<file path="src/rtl/pixel_order_scaler.sv">
// rtl/pixel_order_scaler.sv - two-stage pixel channel reorder and brightness scaler
//
// Purpose: accepts one pixel per valid/ready handshake. Stage 1 maps every output
// slot to an input channel through orderIN; stage 2 scales each slot by
// (brightness + 1) >> BW. At most two pixels are in flight.
//
// Ports:
//   clkIN, rstIN         clock, asynchronous active-high reset
//   dataIN/lastIN        input pixel (channel 0 in the LSBs) and end-of-frame flag
//   validIN/readyOUT     input handshake
//   orderIN/brightIN     slot map and brightness, sampled with the pixel
//   dataOUT/lastOUT      reordered, scaled pixel and its frame flag
//   validOUT/readyIN     output handshake
module pixel_order_scaler #(
   parameter int CHANNELS = 3,
   parameter int CW       = 8,
   parameter int BW       = 8,
   parameter int IW       = 3
) (
   input  logic                   clkIN,
   input  logic                   rstIN,
   input  logic [CHANNELS*CW-1:0] dataIN,
   input  logic                   lastIN,
   input  logic                   validIN,
   output logic                   readyOUT,
   input  logic [CHANNELS*IW-1:0] orderIN,
   input  logic [BW-1:0]          brightIN,
   output logic [CHANNELS*CW-1:0] dataOUT,
   output logic                   lastOUT,
   output logic                   validOUT,
   input  logic                   readyIN
);

   logic                   r_v1;
   logic [CHANNELS*CW-1:0] r_data1;
   logic [BW-1:0]          r_bright1;
   logic                   r_last1;

   logic                   r_v2;
   logic [CHANNELS*CW-1:0] r_data2;
   logic                   r_last2;

   logic                   w_ready1;
   logic                   w_ready2;
   logic [CHANNELS*CW-1:0] w_reorder;
   logic [CHANNELS*CW-1:0] w_scaled;

   // Each stage advances on its own enable so a full pipeline still moves
   // one pixel per cycle when downstream drains every cycle.
   assign w_ready2 = !r_v2 || readyIN;
   assign w_ready1 = !r_v1 || w_ready2;
   assign readyOUT = w_ready1;

   // Slots whose index names no existing channel keep the default of zero.
   always_comb begin
      w_reorder = '0;
      for (int s = 0; s < CHANNELS; s++) begin
         for (int k = 0; k < CHANNELS; k++) begin
            if (orderIN[s*IW +: IW] == IW'(k)) begin
               w_reorder[s*CW +: CW] = dataIN[k*CW +: CW];
            end
         end
      end
   end

   // Multiplying by (b + 1) lets full brightness pass data unchanged after the
   // shift; the product never reaches its top bit, and the low BW bits are
   // the discarded fraction.
   genvar g;
   for (g = 0; g < CHANNELS; g++) begin : g_scale
      logic [CW+BW:0] w_prod;
      logic           w_unused_bits;
      assign w_prod = {{(BW+1){1'b0}}, r_data1[g*CW +: CW]} *
                      {{CW{1'b0}}, ({1'b0, r_bright1} + {{BW{1'b0}}, 1'b1})};
      assign w_scaled[g*CW +: CW] = w_prod[BW +: CW];
      assign w_unused_bits = ^{w_prod[CW+BW], w_prod[BW-1:0]};
   end

   always_ff @(posedge clkIN or posedge rstIN) begin
      if (rstIN) begin
         r_v1      <= 1'b0;
         r_data1   <= '0;
         r_bright1 <= '0;
         r_last1   <= 1'b0;
         r_v2      <= 1'b0;
         r_data2   <= '0;
         r_last2   <= 1'b0;
      end else begin
         if (w_ready1) begin
            r_v1      <= validIN;
            r_data1   <= w_reorder;
            r_bright1 <= brightIN;
            r_last1   <= validIN && lastIN;
         end
         if (w_ready2) begin
            r_v2    <= r_v1;
            r_data2 <= w_scaled;
            r_last2 <= r_last1;
         end
      end
   end

   assign dataOUT  = r_data2;
   assign lastOUT  = r_last2;
   assign validOUT = r_v2;

endmodule
</file>
<file path="config.mk">
export PLATFORM = sky130hd
export DESIGN_NAME = pixel_order_scaler
export DESIGN_NICKNAME = d
export VERILOG_FILES = /design/src/rtl/pixel_order_scaler.sv
export SDC_FILE = /design/constraint.sdc
export NUM_CORES = 1
export LEC_CHECK = 0
export BUFFER_PORTS_ARGS = -buffer_cell sky130_fd_sc_hd__buf_2
export CAP_MARGIN = 10
export CORE_UTILIZATION = 30
export DETAILED_ROUTE_END_ITERATION = 8
export PLACE_DENSITY = 0.49
export SYNTH_ARGS = -nofsm -noshare
export SYNTH_HDL_FRONTEND = slang
export SYNTH_SLANG_ARGS = --single-unit
</file>
<file path="constraint.sdc">
create_clock -name clkIN -period 5.85 [get_ports clkIN]
set_input_delay 0.2925 -clock clkIN [delete_from_list [all_inputs] [get_ports clkIN]]
set_output_delay 0.2925 -clock clkIN [all_outputs]
set_load 0.01 [all_outputs]
</file>
-- Yosys cells after proc, flatten, opt, wreduce, memory -nomap -nowiden
Index checks and enable logic that the tools add are counted.
- add/sub/neg operators: 1
- $mul: 3
- eq/ne operators: 6
- mux-type cells: 9
- reduce and logical (&&, ||, !) cells: 8
- operators by type and width (operator ; number):
    $mux W8 ; 9
    $mul A8 B9 Y16 ; 3
    $add A8 B1 Y9 const B ; 1
    $eq A3 B1 Y1 const B ; 3
    $eq A3 B2 Y1 const B ; 3
    $logic_not A3 Y1 ; 3
    $logic_not A1 Y1 ; 2
    $logic_or A1 B1 Y1 ; 2
    $logic_and A1 B1 Y1 ; 1
- bits in registers: 60
- input bits: 46
- word-level logic and storage cells: 34

-- Longest topological paths before layout
- depth after elaboration: 4
- mapped depth: 19
- depth with buffers taken out: 18

-- Least setup slack after synthesis
No wires, ideal clock.
- kind: reg2reg
- from: register r_bright1[0]
- to: register r_data2[7] (netlist: dataOUT[7])
- setup time: 123 ps
- arrival time: 4873 ps
- setup slack: 854 ps
- stages on the path, launching flop included: 20
- buffers on the path: 1
- path through: dfrtp_1 -> ha_1 -> nand2_1 -> nor2_1 -> xor2_1 -> clkbuf_1 -> and2_1 -> fa_1 -> fa_1 -> fa_1 -> inv_1 -> fa_1 -> inv_1 -> ha_1 -> a21oi_1 -> o21ai_0 -> a41oi_2 -> o21ai_2 -> a2111o_1 -> o221a_2
- cells in the longest elaborated chain, start to end: 2
- ends and longest elaborated chain (what ; line ; text):
    start, declared ; 36 ; logic [BW-1:0] r_bright1;
    start signal, assigned ; 92 ; r_bright1 <= brightIN;
    $add A8 B1 Y9 ; 74 ; {{CW{1'b0}}, ({1'b0, r_bright1} + {{BW{1'b0}}, 1'b1})};
    $mul A8 B9 Y16 ; 73 ; assign w_prod = {{(BW+1){1'b0}}, r_data1[g*CW +: CW]} *
    end signal, assigned ; 97 ; r_data2 <= w_scaled;
    end, declared ; 40 ; logic [CHANNELS*CW-1:0] r_data2;
No other way between the ends.
A chain may end at the register's enable or synchronous reset.

-- Worst setup path in the final report
Same ends and word-level chain as after synthesis.

==> impl_metrics.xml <==
<?xml version="1.0" encoding="UTF-8"?>
<metrics>
  <group name="run_status">
    <metric name="status" unit="">finished, final reports clean</metric>
  </group>
  <group name="setup_path">
    <metric name="critPathMaxStageDelay" unit="ns">0.51</metric>
    <metric name="critical_path_sink_type" unit="">register</metric>
    <metric name="worstReg2RegStart" unit="">r_bright1[0]$_DFFE_PP0P_</metric>
    <metric name="largest_delay_contributor_family_on_the_critical_path" unit="">adder cells</metric>
    <metric name="critPathLaunch" unit="">r_bright1[0]$_DFFE_PP0P_</metric>
    <metric name="path_cells" unit="">ha_1, nand2_1, nor2_1, xor2_1, buf_4, and2_1, fa_1, fa_1, fa_1, inv_1, fa_1, inv_1, ha_1, a21oi_1, o21ai_0, a41oi_2, o21ai_2, a2111o_1, o221a_2</metric>
    <metric name="crit_path_start_kind" unit="">register</metric>
    <metric name="worstSetupPathType" unit="">register to register</metric>
    <metric name="cell_type_with_the_highest_occurrence_count_on_the_critical_path" unit="">fa_1</metric>
    <metric name="critical_path_required" unit="ns">6.08</metric>
    <metric name="worst_ep_arrival_time" unit="ns">5.45</metric>
    <metric name="critPathSlowestCell" unit="">fa_1</metric>
    <metric name="critPathBufInv" unit="">3</metric>
    <metric name="crit_path_max_fanout" unit="">24</metric>
  </group>
  <group name="clock_tree">
    <metric name="cts.root.buffer_cell" unit="">clkbuf_16</metric>
    <metric name="clk-insertion-delay-late" unit="ns">0.34</metric>
    <metric name="holdBufCountCts" unit="">0</metric>
    <metric name="cts.repair.resized" unit="">0</metric>
    <metric name="cts_inserted_buffers" unit="">9</metric>
    <metric name="cts_buffer_depth" unit="">2</metric>
    <metric name="tritoncts_num_sinks" unit="">60</metric>
    <metric name="cts_tree" unit="">done</metric>
    <metric name="clk_pin_slew_worst_paths" unit="ns">0.05</metric>
    <metric name="htreeDepth" unit="">3</metric>
    <metric name="post-cts-setup-buffers" unit="">0</metric>
  </group>
  <group name="synth">
    <metric name="mappedNetlistNets" unit="">1276</metric>
    <metric name="synth_top_area_cell" unit="">fa_1</metric>
    <metric name="synthArstFlopShare" unit="%">100</metric>
    <metric name="mappedNetlistArea" unit="mm²">0.00917</metric>
    <metric name="top_area_cell_type_share_of_the_netlist_area" unit="%">26.2</metric>
    <metric name="synth_seq_cells" unit="">60</metric>
    <metric name="synth_area_per_cell" unit="µm²">9.05</metric>
    <metric name="ys_top_cells_by_area" unit="">fa_1 (26%), dfrtp_1 (16%), ha_1 (13%), and2_1 (9.7%), inv_1 (6.2%)</metric>
    <metric name="yosysSeqAreaShare" unit="%">16.4</metric>
    <metric name="synth_warnings" unit="">0</metric>
    <metric name="cells_after_synth" unit="">1013</metric>
    <metric name="ys_types" unit="">50</metric>
    <metric name="synth-edff-count" unit="">0</metric>
    <metric name="ys.flop_type" unit="">dfrtp_1</metric>
  </group>
  <group name="finish">
    <metric name="drive_above_1_share" unit="%">11.4</metric>
    <metric name="area.growth.synth_to_final" unit="%">12.0</metric>
    <metric name="filler_cell_count" unit="">3089</metric>
    <metric name="layout_commonest_cell" unit="">inv_1</metric>
    <metric name="antennaDiodeCount" unit="">0</metric>
    <metric name="num-nets-final" unit="">1326</metric>
    <metric name="most_used_cells_in_the_layout_excluding_fill_and_tap_cells" unit="">inv_1 (151), and2_1 (142), fa_1 (120)</metric>
  </group>
  <group name="sta">
    <metric name="timing.slew.headroom" unit="%">44.4</metric>
    <metric name="finalHoldViolCount" unit="">0</metric>
    <metric name="final.setup.worst_slack" unit="ns">0.623</metric>
    <metric name="finalHoldWorstSlack" unit="ns">0.146</metric>
    <metric name="timing.setup.tns" unit="ns">0</metric>
    <metric name="skew" unit="ns">0.00517</metric>
    <metric name="clock.fmax" unit="MHz">191</metric>
    <metric name="rsz_0062_raised_after_global_routing" unit="">no</metric>
    <metric name="setup_viol_count_final" unit="">0</metric>
    <metric name="layout_min_cycle_time" unit="ns">5.23</metric>
    <metric name="final_min_period_over_clock_period" unit="%">89.4</metric>
    <metric name="timing.final.max_slew_violations" unit="">0</metric>
    <metric name="worst_max_slew_pin_slew" unit="ns">0.834</metric>
  </group>
  <group name="placement">
    <metric name="io_buffer_count" unit="">72</metric>
    <metric name="gp_congestion" unit="">0.761</metric>
    <metric name="placed_wire_length_estimate_after_detailed_placement" unit="mm">17.0</metric>
    <metric name="dp_worst_setup_slack" unit="ns">0.609</metric>
  </group>
  <group name="floorplan">
    <metric name="fp.dieArea" unit="mm²">0.0313</metric>
    <metric name="die_height" unit="µm">177</metric>
    <metric name="chipWidth" unit="µm">177</metric>
    <metric name="floorplan.core_area" unit="mm²">0.0299</metric>
    <metric name="io-pin-count" unit="">73</metric>
    <metric name="initial_utilization" unit="%">30.7</metric>
    <metric name="floorplan.rows" unit="">63</metric>
  </group>
  <group name="global_routing">
    <metric name="grt.overflow.total" unit="">0</metric>
    <metric name="grt_start_max_net_pins" unit="">61</metric>
    <metric name="wire_length_of_the_first_global_routing_pass" unit="mm">37.1</metric>
    <metric name="grt.total_usage" unit="%">15.3</metric>
    <metric name="first_global_vias" unit="">7099</metric>
    <metric name="grt_antenna_before_repair" unit="">0</metric>
  </group>
  <group name="pwr">
    <metric name="power.ir.vdd_worst" unit="µV">134</metric>
    <metric name="power_per_cell_area" unit="mW/mm²">219</metric>
    <metric name="leakagePower" unit="nW">5.41</metric>
  </group>
  <group name="hold_path">
    <metric name="worstHoldStart" unit="">brightIN[7]</metric>
    <metric name="hold_path_class" unit="">input pin to register</metric>
  </group>
  <group name="route">
    <metric name="route.vias.total" unit="">6797</metric>
    <metric name="post_drt_wl_per_cell" unit="µm">15.1</metric>
    <metric name="post-route-drc-count" unit="">0</metric>
    <metric name="drt.antenna.violating_nets" unit="">0</metric>
    <metric name="detail_route.iter0.violations" unit="">276</metric>
    <metric name="vias_per_inst" unit="">4.67</metric>
    <metric name="drt_pre_antenna_iters" unit="">4</metric>
    <metric name="wirelength" unit="mm">22.0</metric>
  </group>
  <group name="run">
    <metric name="maxCapViolCount" unit="">0</metric>
  </group>
</metrics>
[worst paths after layout]
check | slack [ns] | endpoint | depth (start not counted)
worst max-delay path | 0.62 | dataOUT[7]$_DFFE_PP0P_ | 19
worst min-delay path | 0.15 | r_bright1[7]$_DFFE_PP0P_ | 3
worst max register to register | 0.62 | dataOUT[7]$_DFFE_PP0P_ | 19
worst min register to register | 0.46 | validOUT$_DFFE_PP0P_ | 1
max in group asynchronous | 5.10 | r_data1[16]$_DFFE_PP0P_ | 3
min in group asynchronous | 0.18 | validOUT$_DFFE_PP0P_ | 3
[registers in the layout (all words and copies together) (netlist names)]
signal and cells:
dataOUT 24, r_data1 24, r_bright1 8, lastOUT 1
r_last1 1, r_v1 1, validOUT 1
[metrics by stage]
| step | cells | utilization, % | instance area [µm²] | power [mW] |
|---|---|---|---|---|
| 2_1_floorplan | 1013 | - | 9170 | 1.33 |
| 3_3_place_gp | 1442 | 33.3 | 9950 | 1.67 |
| 3_5_place_dp | 1442 | 33.3 | 9950 | 1.68 |
| 4_1_cts | 1457 | 34.4 | 10300 | 2.30 |
| 5_1_grt | 1457 | 34.4 | 10300 | 2.48 |
| 6_report | 1457 | 34.4 | 10300 | 2.25 |
[worst register-to-register path, delay by kind of cell, from the launching register on]
| kind | cells | cell delay (ns) |
|---|---|---|
| AND/OR/NAND/NOR | 3 | 0.36 |
| XOR/XNOR | 1 | 0.14 |
| adder cells (fa/ha/maj) | 6 | 2.55 |
| flip-flops | 1 | 0.40 |
| AO/OA/AOI/OAI | 6 | 1.35 |
| buffers and inverters | 3 | 0.31 |
[power by group]
part | total (mW) | leakage, nW | switching (mW) | internal [mW]
combinational | 1.08 | 4.49 | 0.630 | 0.445
sequential | 0.577 | 0.759 | 0.0879 | 0.489
clock | 0.594 | 0.158 | 0.201 | 0.393
total | 2.25 | 5.41 | 0.919 | 1.33
[layout make-up]
type | instances | area, µm² | area share, %
multi-input combinational | 755 | 6930 | 67.5
clock buffer | 11 | 253 | 2.46
inverter | 152 | 571 | 5.55
clock inverter | 4 | 72.6 | 0.706
timing repair buffer | 85 | 458 | 4.46
tap | 390 | 488 | 4.75
sequential | 60 | 1500 | 14.6
[synth_stat cells (2+ instances only)]
| cell | instances |
|---|---|
| clkbuf_1 | 39 |
| a211oi_1 | 2 |
| and4b_1 | 2 |
| o21a_1 | 2 |
| o21ai_1 | 5 |
| dfrtp_1 | 60 |
| a22o_1 | 23 |
| xnor2_1 | 25 |
| nand3_1 | 10 |
| a31oi_1 | 3 |
| buf_1 | 5 |
| a21oi_1 | 31 |
| a21o_1 | 9 |
| nor2_1 | 25 |
| ha_1 | 97 |
| nand2_1 | 116 |
| mux2i_1 | 24 |
| fa_1 | 120 |
| nand2b_1 | 10 |
| and2_1 | 142 |
| buf_2 | 2 |
| a41oi_1 | 2 |
| nor3_1 | 2 |
| and3_1 | 2 |
| o21ai_0 | 37 |
| nand4_1 | 2 |
| nand4b_1 | 2 |
| inv_1 | 152 |
| and2_2 | 7 |
| nor2b_1 | 21 |
| xor2_1 | 15 |
[logic make-up (layout without fill, tap and decap cells)]
| logic type | count (synthesis) | in the layout | synth area share, % |
|---|---|---|---|
| flip-flops | 60 | 60 | 16.4 |
| adder cells (fa/ha/maj) | 217 | 217 | 39.4 |
| XOR/XNOR | 40 | 40 | 3.82 |
| buffers and inverters | 198 | 252 | 8.13 |
| AO/OA/AOI/OAI | 130 | 130 | 9.81 |
| multiplexers | 24 | 24 | 2.62 |
| AND/OR/NAND/NOR | 344 | 344 | 19.8 |
[layer usage]
metal / track usage (%) / part of all wire (%)
met4: 3.88 / 1.5
met5: 0 / 0
met1: 20.9 / 48
met2: 25.5 / 49
met3: 1.70 / 2.3
No activity file was read; power rests on OpenSTA's default activity.
